File: src/rtl/queue_pkg.sv
// queue_pkg: shared types and constants for the queue-management front end.
//   state_t         issue FSM state (IDLE, HOLD)
//   DEF_DB_CYCLES   default debounce length in clock cycles
//   DEF_HOLD_CYCLES default idle gap after each issued UP/DOWN
//   cnt_w()         width of a counter that must hold values 0..n
package queue_pkg;

   typedef enum logic {IDLE, HOLD} state_t;

   localparam int DEF_DB_CYCLES   = 16;
   localparam int DEF_HOLD_CYCLES = 2;

   function automatic int cnt_w(input int n);
      return $clog2(n + 1);
   endfunction

endpackage

File: src/rtl/btn_debounce.sv
// btn_debounce: synchronizes, debounces and edge-detects one raw button.
//   CLK    system clock, rising edge
//   MR_N   asynchronous active-low master reset
//   raw    asynchronous, bouncy, active-high button input
//   press  registered one-cycle pulse on each rising edge of the debounced level
module btn_debounce
   import queue_pkg::*;
#(
   parameter int DB_CYCLES = DEF_DB_CYCLES
) (
   input  logic CLK,
   input  logic MR_N,
   input  logic raw,
   output logic press
);

   localparam int CW = cnt_w(DB_CYCLES);

   logic [1:0]    sync;
   logic          stable;
   logic          stable_d;
   logic [CW-1:0] cnt;

   // The stable level only flips after DB_CYCLES consecutive edges of
   // disagreement; any agreeing sample restarts the count, so short bounces
   // never reach the threshold.
   always_ff @(posedge CLK or negedge MR_N)
      if (!MR_N) begin
         sync     <= '0;
         stable   <= 1'b0;
         stable_d <= 1'b0;
         cnt      <= '0;
         press    <= 1'b0;
      end else begin
         sync     <= {sync[0], raw};
         stable_d <= stable;
         press    <= stable && !stable_d;
         if (sync[1] != stable) begin
            if (cnt == CW'(DB_CYCLES - 1)) begin
               stable <= ~stable;
               cnt    <= '0;
            end else
               cnt <= cnt + 1'b1;
         end else
            cnt <= '0;
      end

endmodule

File: src/rtl/queue_event_gen.sv
// queue_event_gen: turns raw arrival/service buttons into clean UP/DOWN
// requests for the occupancy counter, gated by its EF/FF flags.
//   CLK         system clock, rising edge
//   MR_N        asynchronous active-low master reset
//   ARRIVE_RAW  raw arrival button (async, bouncy)
//   SERVE_RAW   raw service button (async, bouncy)
//   EF, FF      counter empty / full flags, sampled only in IDLE decisions
//   UP, DOWN    one-cycle increment / decrement requests
//   REJ_FULL    arrival discarded because the counter is full
//   REJ_EMPTY   service discarded because the counter is empty
//   DROP        event lost because one of the same type was still pending
module queue_event_gen
   import queue_pkg::*;
#(
   parameter int DB_CYCLES   = DEF_DB_CYCLES,
   parameter int HOLD_CYCLES = DEF_HOLD_CYCLES
) (
   input  logic CLK,
   input  logic MR_N,
   input  logic ARRIVE_RAW,
   input  logic SERVE_RAW,
   input  logic EF,
   input  logic FF,
   output logic UP,
   output logic DOWN,
   output logic REJ_FULL,
   output logic REJ_EMPTY,
   output logic DROP
);

   localparam int HW = cnt_w(HOLD_CYCLES);

   state_t        state, state_nx;
   logic [HW-1:0] hcnt, hcnt_nx;
   logic          arr_ev, srv_ev;
   logic          arr_p, srv_p;
   logic          clr_a, clr_s;

   btn_debounce #(.DB_CYCLES(DB_CYCLES)) u_arr (
      .CLK   (CLK),
      .MR_N  (MR_N),
      .raw   (ARRIVE_RAW),
      .press (arr_ev)
   );

   btn_debounce #(.DB_CYCLES(DB_CYCLES)) u_srv (
      .CLK   (CLK),
      .MR_N  (MR_N),
      .raw   (SERVE_RAW),
      .press (srv_ev)
   );

   // A pending bit is consumed whenever IDLE decides on it, whether the
   // decision is an issue or a reject; arrival wins over service.
   always_comb begin
      clr_a    = (state == IDLE) && arr_p;
      clr_s    = (state == IDLE) && !arr_p && srv_p;
      state_nx = state;
      hcnt_nx  = hcnt;
      if (state == IDLE) begin
         if ((clr_a && !FF) || (clr_s && !EF)) begin
            state_nx = HOLD;
            hcnt_nx  = '0;
         end
      end else if (hcnt == HW'(HOLD_CYCLES - 1))
         state_nx = IDLE;
      else
         hcnt_nx = hcnt + 1'b1;
   end

   always_ff @(posedge CLK or negedge MR_N)
      if (!MR_N) begin
         state     <= IDLE;
         hcnt      <= '0;
         arr_p     <= 1'b0;
         srv_p     <= 1'b0;
         UP        <= 1'b0;
         DOWN      <= 1'b0;
         REJ_FULL  <= 1'b0;
         REJ_EMPTY <= 1'b0;
         DROP      <= 1'b0;
      end else begin
         state     <= state_nx;
         hcnt      <= hcnt_nx;
         arr_p     <= (arr_p && !clr_a) || arr_ev;
         srv_p     <= (srv_p && !clr_s) || srv_ev;
         UP        <= clr_a && !FF;
         DOWN      <= clr_s && !EF;
         REJ_FULL  <= clr_a && FF;
         REJ_EMPTY <= clr_s && EF;
         // An event landing on a bit that is being consumed this cycle simply
         // re-arms it; only an uncleared pending bit loses the new event.
         DROP      <= (arr_ev && arr_p && !clr_a) || (srv_ev && srv_p && !clr_s);
      end

   a_updn_excl: assert property (@(posedge CLK) disable iff (!MR_N) !(UP && DOWN));
   a_up_single: assert property (@(posedge CLK) disable iff (!MR_N) UP |=> !UP);
   a_dn_single: assert property (@(posedge CLK) disable iff (!MR_N) DOWN |=> !DOWN);

endmodule

File: config.mk
export PLATFORM = sky130hd
export DESIGN_NAME = queue_event_gen
export DESIGN_NICKNAME = d
export VERILOG_FILES = /design/src/rtl/queue_pkg.sv /design/src/rtl/btn_debounce.sv /design/src/rtl/queue_event_gen.sv
export SDC_FILE = /design/constraint.sdc
export NUM_CORES = 1
export LEC_CHECK = 0
export CAP_MARGIN = 20
export CORE_MARGIN = 5
export CORE_UTILIZATION = 56
export CTS_BUF_LIST = sky130_fd_sc_hd__clkbuf_4 sky130_fd_sc_hd__clkbuf_8
export DETAILED_ROUTE_END_ITERATION = 8
export PLACE_DENSITY_LB_ADDON = 0.25
export SLEW_MARGIN = 20
export SYNTH_ARGS = -nofsm -noshare
export SYNTH_HDL_FRONTEND = slang
export SYNTH_SLANG_ARGS = --single-unit
File: constraint.sdc
create_clock -name CLK -period 1.5 [get_ports CLK]
set_input_delay 0.45 -clock CLK [delete_from_list [all_inputs] [get_ports CLK]]
set_output_delay 0.45 -clock CLK [all_outputs]
set_load 0.01 [all_outputs]
==> results.md, run 1 <==
- Die height: 55.1 um
- Initial Util: 58.6%
- Worst path bufs/invs: 1
- GRT Total Usage: 15.0%
- Fillers: between 150 and 200
- Via Count: 655
- Internal power: 1.11 mW
- Count of cell types in the netlist: 28
- Final Slew Violations: 0
- Sequential Area: about 750 um^2
- Worst-path clk slew: 0.08 ns
- Fin util: 68.4%
- Worst-Margin Slew: 0.372 ns
- Area Growth Syn to Fin: 16.7%
- Largest net degree at the start of global routing: 31
- Latest clock arrival within the worst-skew pair: 0.32 ns
- Vias in the first global route: 685
- Root Buffer: clkbuf_4
- Antenna violations before repair: 0
- ANT cells: 0
- Multi-input logic area: 363 um^2
- CP Cell Sequence: dlygate4sd2_1
- Syn Inst Count: 84
- CP max FO: 1
- First drt pass iteration count: 2
- Port Buf Inserts: 10
- Critical path's largest stage delay: around 0.37 ns
- P per Cell Area: 1080 nW/um^2
- YS warnings: 0
- Psw: 326 uW
- Fmax: 0.705 GHz
- Initial DRC Count: 3
- Syn avg cell area: 13.5 um^2
- CP top delay family: flip-flops
- Net Count, Synth: just over 90
- Cell leakage power: 0.695 nW
- Data arrival, critical path: 0.97 ns
- CTS sink count: 30
- Critical path class: register to primary output
- Commonest non-fill, non-tap cell in the layout: dfrtp_1
- Final Hold Fails: 0
- Total Wirelength: 1710 um
- Comb power frac: 8.4%
- Tcrit/Tclk final: 94.5%
- Clk pwr share: 31.2%
- WP data required: 1.05 ns
- Worst IR drop on VDD: between 0.0006 and 0.0007 V
- H-tree level count: 2
- Fraction of layout cells with a size suffix above 1: 13.0%
- RSZ-0062 raised after global routing: no
- First-pass GRT wire length: 2900 um
- Commonest cells after routing, fill and taps aside: dfrtp_1 (30), nor2_1 (8), xor2_1 (6)
- Die span in x: 55.1 um
- Sequential share of the synthesized area: 66.0%
- Max-cap violations: 0
- Worst Hold Class: register to register
- Detailed placement HPWL: 1250 um
- Total gr overflow: 0
- CP endpoint kind: primary output
- Rows: 16
- CTS Buf Count: 5
- Slowest CP cell: dfrtp_1
- Switching portion of total power: a little under a quarter
- Nets: 110
- Outcome: finished, final reports clean
- Post-DRT Antenna Nets: 0
- Startpoint type of the worst setup path: register
- Die area: 3030 um^2
- Headroom to the max-slew limit: 75.2%
- Synth Cell Area: 1140 um^2
- Cts hold-fix bufs: 0
- Yosys reg bits: 30
- Number of I/O pins: 11
- Power Total: approximately 1.4 mW
- Global placement routability congestion: 0.664
- Final Setup Violations: 0
- Clk buf depth: 2
- Final worst path period need: between 1 and 1.5 ns
- Drt drc: 0
- Core area: 1940 um^2
- Clk_skew: 0.0112 ns
- TritonCTS clock tree: done
- Avg Vias per Cell: 5.16
- WL per Instance: 13.5 um
- Reg power frac: 60.4%
registers in the layout, summed over array words and instances (netlist names):
register and count:
u_arr.cnt 5, u_srv.cnt 5, hcnt 2, u_arr.sync 2, u_srv.sync 2, DOWN 1, DROP 1, REJ_EMPTY 1
REJ_FULL 1, UP 1, arr_p 1, srv_p 1, state 1, u_arr.press 1, u_arr.stable 1, u_arr.stable_d 1
u_srv.press 1, u_srv.stable 1, u_srv.stable_d 1
kinds of logic after synthesis:
logic type | synth area share [%]
DFF | 66.0
muxes | 1.98
xor gates and xnor gates | 5.39
buffers and inverters | 2.09
AOI/OAI and AO/OA | 5.94
and+or+nand+nor | 15.3
adders and majority gates | 3.30
layout make-up:
| cell class | count | share of cell area (%) |
|---|---|---|
| Clock buffer | 6 | 3.86 |
| Timing Repair Buffer | 12 | 9.14 |
| Multi-Input combinational cell | 50 | 27.3 |
| Tap cell | 27 | 2.54 |
| Inverter | 2 | 0.566 |
| Sequential cell | 30 | 56.6 |
stage by stage:
| stage | cells | TNS (ns) | instance area, um^2 | setup slack (ns) | hold slack, ns |
|---|---|---|---|---|---|
| 6_report | 127 | 0 | 1330 | 0.0819 | 0.357 |
| 5_1_grt | 127 | 0 | 1330 | 0.0470 | 0.375 |
| 4_1_cts | 127 | 0 | 1330 | 0.0642 | 0.363 |
| 3_5_place_dp | 121 | -0.0893 | 1280 | -0.0452 | 0.346 |
| 3_3_place_gp | 121 | -0.0126 | 1280 | -0.0126 | 0.337 |
| 2_1_floorplan | 84 | 0 | 1140 | 0.337 | 0.154 |
synth_stat cells, drive strengths merged:
cell	number	area, um^2
o31a	1	8.76
inv	2	7.51
buf	2	16.3
dfrtp	30	751
nor2	8	30.0
ha	3	37.5
and2	3	18.8
nor3	1	5.00
a32o	1	10.0
nor3b	2	20.0
o21ai	4	23.8
nor4b	1	8.76
a22o	2	17.5
nand2	2	7.51
and3	2	12.5
nor2b	3	26.3
nor4bb	1	10.0
a21o	1	7.51
xor2	6	52.6
nand3	4	20.0
and3b	1	8.76
xnor2	1	8.76
nand2b	1	6.26
mux2	2	22.5
layer usage:
metal / GRT usage, % / wire length, um
met1: 13.9 / 660
met2: 25.6 / 902
met3: 5.90 / 94
met4: 12.1 / 53
met5: 0 / 0
timing repair:
action | CTS | global route
resized for setup | 5 | 0
setup endpoints to repair | 5 | 0
buffers inserted | 0 | 0
hold endpoints to repair | 0 | 0
path summary, 6_finish.rpt:
kind | from | end | slack, ns | cells after the start
max | REJ_EMPTY | REJ_EMPTY | 0.08 | 1
min | u_srv.sync[0] | u_srv.sync[1] | 0.36 | 0
max reg2reg | u_arr.cnt[0] | u_arr.stable | 0.24 | 4
min reg2reg | u_srv.sync[0] | u_srv.sync[1] | 0.36 | 0
max in group asynchronous | MR_N | u_srv.cnt[1] | 0.85 | 2
min in group asynchronous | MR_N | u_arr.cnt[3] | 0.49 | 2
power groups by stage:
stage / Clock [mW] / Sequential, mW / Combinational, mW
6_report: 0.450 / 0.869 / 0.121
5_1_grt: 0.491 / 0.873 / 0.137
4_1_cts: 0.464 / 0.869 / 0.124
3_5_place_dp: 0 / 0.885 / 0.123
3_3_place_gp: 0 / 0.881 / 0.110
2_1_floorplan: 0 / 0.876 / 0.0668
(Power assumes the default switching activity.)
==> inputs of run 2 (changes only) <==
Settings changed: CORE_UTILIZATION 56 to 45.
==> run 2 against run 1 <==
Worst hold slack got worse by 0.00079 ns. Wire length decreased by 9.7%. Final cell count increased by 3.9%. Via count increased by 2.1%. Die area increased by 20%. Combinational power decreased by 8%. Setup slack got worse by 0.0082 ns. Clock power increased by 37%.
==> results.md, run 2 (synthesis gave the netlist of run 1 again) <==
- Worst-Margin Slew: 0.336 ns (-0.0358 ns)
- Avg Vias per Cell: 5.07 (-1.7%)
- Fmax: 0.701 GHz (-0.58%)
- Commonest non-fill, non-tap cell in the layout: dfrtp_1
- WL met2: 687 um (-24%)
- Die height: 60.3 um (+9.5%)
- First-pass GRT wire length: 2770 um (-4.8%)
- TritonCTS clock tree: done
- Max layer used: met4
- Cts hold-fix bufs: 0 (unchanged)
- Rows: 18 (+2)
- CP max FO: 1 (unchanged)
- Die area: 3630 um^2 (+20%)
- GRT Total Usage: 11.1% (-3.8 points)
- Drt drc: 0 (unchanged)
- Final Hold Fails: 0 (unchanged)
- Post-cts sizing count: 5 (unchanged)
- CP endpoint kind: primary output
- Worst IR drop on VDD: 0.000874 V (+33%)
- Critical path class: register to primary output
- Worst path bufs/invs: 1 (unchanged)
- Placed inst area: 1290 um^2 (+0.29%)
- CTS Buf Count: 5 (unchanged)
- Initial DRC Count: 18 (+15)
- Critical path's largest stage delay: 0.37 ns (about the same)
- Fraction of layout cells with a size suffix above 1: 14.7% (+1.7 points)
- Latest clock arrival within the worst-skew pair: 0.33 ns (about the same)
- Root Buffer: clkbuf_4
- Headroom to the max-slew limit: 77.4% (+2.1 points)
- WP data required: 1.05 ns (about the same)
- Data arrival, critical path: 0.98 ns (about the same)
- CP top delay family: flip-flops
- Routed length on met1: 663 um (+0.45%)
- Outcome: finished, final reports clean
- Global placement routability congestion: 0.762 (+15%)
- CTS sink count: 30 (unchanged)
- Post-DRT Antenna Nets: 0 (unchanged)
- Area Growth Syn to Fin: 19.4%
- Worst-path clk slew: 0.09 ns (about the same)
- Final Slew Violations: 0 (unchanged)
- Core area: 2450 um^2 (+26%)
- Number of I/O pins: 11 (unchanged)
- ANT cells: 0 (unchanged)
- Largest registers: u_arr.cnt (5), u_srv.cnt (5)
- Via Count: 669 (+2.1%)
- First drt pass iteration count: 4 (+2)
- Largest net degree at the start of global routing: 31 (unchanged)
- WL per Instance: 11.7 um (-13%)
- Final worst path period need: 1.43 ns (+0.00823 ns)
- Layout Cells excl Fill: 132 (+3.9%)
- Post-CTS setup buffer count: 0 (unchanged)
- Clk buf depth: 2 (unchanged)
- Antenna violations before repair: 0 (unchanged)
- Cell leakage power: 0.710 nW (+2.1%)
- Port Buf Inserts: 10 (unchanged)
- CP Cell Sequence: dlygate4sd2_1
- Total Wirelength: 1540 um (-9.7%)
- Max-cap violations: 0 (unchanged)
- Tcrit/Tclk final: 95.1% (+0.55 points)
- Detailed placement HPWL: 1070 um (-15%)
- Clk_skew: 0.00366 ns (-0.00757 ns)
- H-tree level count: 2 (unchanged)
- Worst Hold Class: register to register
- Vias in the first global route: 666 (-2.8%)
- Nets: 110 (unchanged)
- RSZ-0062 raised after global routing: no
- Final Setup Violations: 0 (unchanged)
- Cell area after layout: 1360 um^2 (+2.3%)
- Total gr overflow: 0 (unchanged)
- Commonest cells after routing, fill and taps aside: dfrtp_1 (30), nor2_1 (8), xor2_1 (6)
- Initial Util: 46.3% (-12 points)
- Slowest CP cell: dfrtp_1
- Startpoint type of the worst setup path: register
- WL met3: 151 um (+61%)
- Dpl cells: 124 (+2.5%)
- P per Cell Area: 1170 nW/um^2 (+8.0%)
- Die span in x: 60.3 um (+9.5%)
run 2: path summary, 6_finish.rpt:
check                      depth (start not counted)  slack [ns]             to     startpoint
setup / recovery                                   1        0.07       REJ_FULL       REJ_FULL
min in group asynchronous                          2        0.48   u_arr.cnt[1]           MR_N
max in group asynchronous                          2        0.87    u_srv.press           MR_N
hold / removal                                     0        0.36  u_arr.sync[1]  u_arr.sync[0]
hold reg to reg                                    0        0.36  u_arr.sync[1]  u_arr.sync[0]
setup reg to reg                                   4        0.25   u_arr.stable   u_arr.cnt[0]
run 2: metal layers:
layer  vias up  track usage [%]
li1        318                -
met1       326             11.6
met2        19             16.2
met3         6             8.42
met4         0             5.70
met5         -                0
run 2: report_power, final:
part | switching [mW] | internal (mW) | leakage (nW)
clock | 0.270 | 0.345 | 0.0450
combinational | 0.0521 | 0.0586 | 0.265
sequential | 0.0229 | 0.842 | 0.400
total | 0.345 | 1.25 | 0.710
run 2: final cells by class:
class / count / area, um^2
inverters: 2 / 7.51
multi-input cells: 50 / 363
well taps: 30 / 37.5
repair buffers: 12 / 121
flip-flops and latches: 30 / 751
clock inverters: 3 / 40.0
fillers: 216 / 1100
clock buffers: 5 / 37.5
run 2: metrics by stage:
step | power, mW | utilization (%) | TNS, ns | hold slack, ns | worst slack [ns]
after floorplan | 0.942 | - | 0 | 0.154 | 0.337
after global placement | 0.992 | 52.4 | -0.00747 | 0.333 | -0.00747
after detailed placement | 0.996 | 52.4 | -0.0295 | 0.337 | -0.0263
after CTS | 1.62 | 55.3 | 0 | 0.360 | 0.0507
after global routing | 1.68 | 55.3 | 0 | 0.367 | 0.0220
final | 1.59 | 55.3 | 0 | 0.356 | 0.0736
==> inputs of run 3 (changes only) <==
Settings changed: CORE_UTILIZATION 45 to 46.
==> run 3 against run 2 <==
Worst hold slack improved by 0.0035 ns. Count of clock-buffer cells in the layout up 3. Setup slack improved by 0.0025 ns. Wire length is 0.65% higher. Maximum frequency rose by 0.18%. Highest routed layer unchanged.
==> results.md, run 3 (synthesis gave the netlist of run 1 again) <==
- Stages on worst setup path: 1 (unchanged)
- Hold_ws: 0.359 ns (+0.00348 ns)
- Dpl cells: 124 (unchanged)
- Root Buffer: clkbuf_4
- CP max FO: 1 (unchanged)
- First-pass GRT wire length: 2820 um (+1.8%)
- Via Count: 645 (-3.6%)
- Initial Util: 47.2% (+0.87 points)
- H-tree level count: 2 (unchanged)
- Headroom to the max-slew limit: 75.5% (-1.9 points)
- RSZ-0062 raised after global routing: no
- ANT cells: 0 (unchanged)
- Final Slew Violations: 0 (unchanged)
- Final worst path period need: 1.42 ns (-0.00252 ns)
- CP endpoint kind: primary output
- GRT Total Usage: 11.2% (+0.060 points)
- Worst IR drop on VDD: 0.000658 V (-25%)
- Startpoint type of the worst setup path: register
- Rows: 18 (unchanged)
- Post-DRT Antenna Nets: 0 (unchanged)
- CP Cell Sequence: dlygate4sd2_1
- Placed inst area: 1290 um^2 (unchanged)
- WL per Instance: 11.8 um (+0.65%)
- Total Wirelength: 1550 um (+0.65%)
- Number of I/O pins: 11 (unchanged)
- Vias in the first global route: 670 (+0.60%)
- Power Total: 1.55 mW (-2.4%)
- Nets: 110 (unchanged)
- Largest net degree at the start of global routing: 31 (unchanged)
- Die area: 3570 um^2 (-1.8%)
- Area Growth Syn to Fin: 19.5% (about the same)
- Drt drc: 0 (unchanged)
- Critical path class: register to primary output
- Global placement routability congestion: 0.772 (+1.4%)
- Total gr overflow: 0 (unchanged)
- Final Setup Violations: 0 (unchanged)
- Initial DRC Count: 21 (+3)
- Clk_skew: 0.00812 ns (+0.00446 ns)
- CTS sink count: 30 (unchanged)
- Worst-path clk slew: 0.09 ns (about the same)
- Worst Hold Class: register to register
- Layout Cells excl Fill: 132 (unchanged)
- R2R cell count: 4 (unchanged)
- Final Hold Fails: 0 (unchanged)
- Clk buf depth: 2 (unchanged)
- Critical path's largest stage delay: 0.37 ns (about the same)
- Tcrit/Tclk final: 94.9% (-0.17 points)
- Fmax: 0.702 GHz (+0.18%)
- Outcome: finished, final reports clean
- TritonCTS clock tree: done
- Antenna violations before repair: 0 (unchanged)
- Slowest CP cell: dfrtp_1
- Data arrival, critical path: 0.97 ns (about the same)
- Avg Vias per Cell: 4.89 (-3.6%)
- CP top delay family: flip-flops
- Worst path bufs/invs: 1 (unchanged)
- WP data required: 1.05 ns (about the same)
- Commonest non-fill, non-tap cell in the layout: dfrtp_1
- P per Cell Area: 1140 nW/um^2 (-2.5%)
- Fin util: 56.4% (+1.1 points)
- Largest registers: u_arr.cnt (5), u_srv.cnt (5)
- Post-CTS setup buffer count: 0 (unchanged)
- Fillers: 202 (-6.5%)
- Port Buf Inserts: 10 (unchanged)
- CTS Buf Count: 5 (unchanged)
- Latest clock arrival within the worst-skew pair: 0.32 ns (about the same)
- Detailed placement HPWL: 1060 um (-0.77%)
- Die height: 59.7 um (-0.91%)
- Hold path depth: 0 (unchanged)
- Worst-Margin Slew: 0.364 ns (+0.0283 ns)
- Core area: 2410 um^2 (-1.8%)
- Cell leakage power: 0.709 nW (about the same)
- Max-cap violations: 0 (unchanged)
- First drt pass iteration count: 3 (-1)
- Fraction of layout cells with a size suffix above 1: 14.7% (unchanged)
- Cell area after layout: 1360 um^2 (about the same)
- Die span in x: 59.7 um (-0.91%)
- Commonest cells after routing, fill and taps aside: dfrtp_1 (30), nor2_1 (8), xor2_1 (6)
## run 3: worst paths after layout
| path | from | to | slack (ns) |
|---|---|---|---|
| worst max-delay path | DOWN | DOWN | 0.08 |
| worst min-delay path | u_arr.sync[0] | u_arr.sync[1] | 0.36 |
| worst max register to register | u_arr.cnt[0] | u_arr.stable | 0.23 |
| worst min register to register | u_arr.sync[0] | u_arr.sync[1] | 0.36 |
| max in group asynchronous | MR_N | u_arr.stable | 0.86 |
| min in group asynchronous | MR_N | REJ_EMPTY | 0.48 |
## run 3: routing by layer
layer	track usage [%]	up-vias	share of wire, %
met4	5.70	0	0.64
met3	6.91	2	9.6
met1	12.3	307	46
li1	-	319	-
met5	0	-	0
met2	16.7	17	44
## run 3: what timing repair did
item	CTS	global route
hold buffers	0	0
endpoints found under the hold margin	0	0
resized for setup	5	0
setup endpoints to repair	5	0
## run 3: through the flow
stage	setup TNS (ns)	setup WS [ns]
floorplan	0	0.337
global placement	-0.00247	-0.00247
detailed placement	-0.0340	-0.0279
finish	0	0.0761
CTS	0	0.0504
global route	0	0.0156
## run 3: report_power, final
part	leakage, nW	switching, mW	internal (mW)	total [mW]
clock network	0.0446	0.254	0.320	0.574
logic	0.265	0.0534	0.0584	0.112
registers	0.400	0.0235	0.842	0.866
## run 3: final cells by class
| type | instances | area, um^2 | share of cell area (%) |
|---|---|---|---|
| clock buffer | 8 | 78.8 | 5.80 |
| inverter | 2 | 7.51 | 0.552 |
| multi-input combinational | 50 | 363 | 26.7 |
| sequential | 30 | 751 | 55.2 |
| tap | 30 | 37.5 | 2.76 |
| timing repair buffer | 12 | 121 | 8.93 |
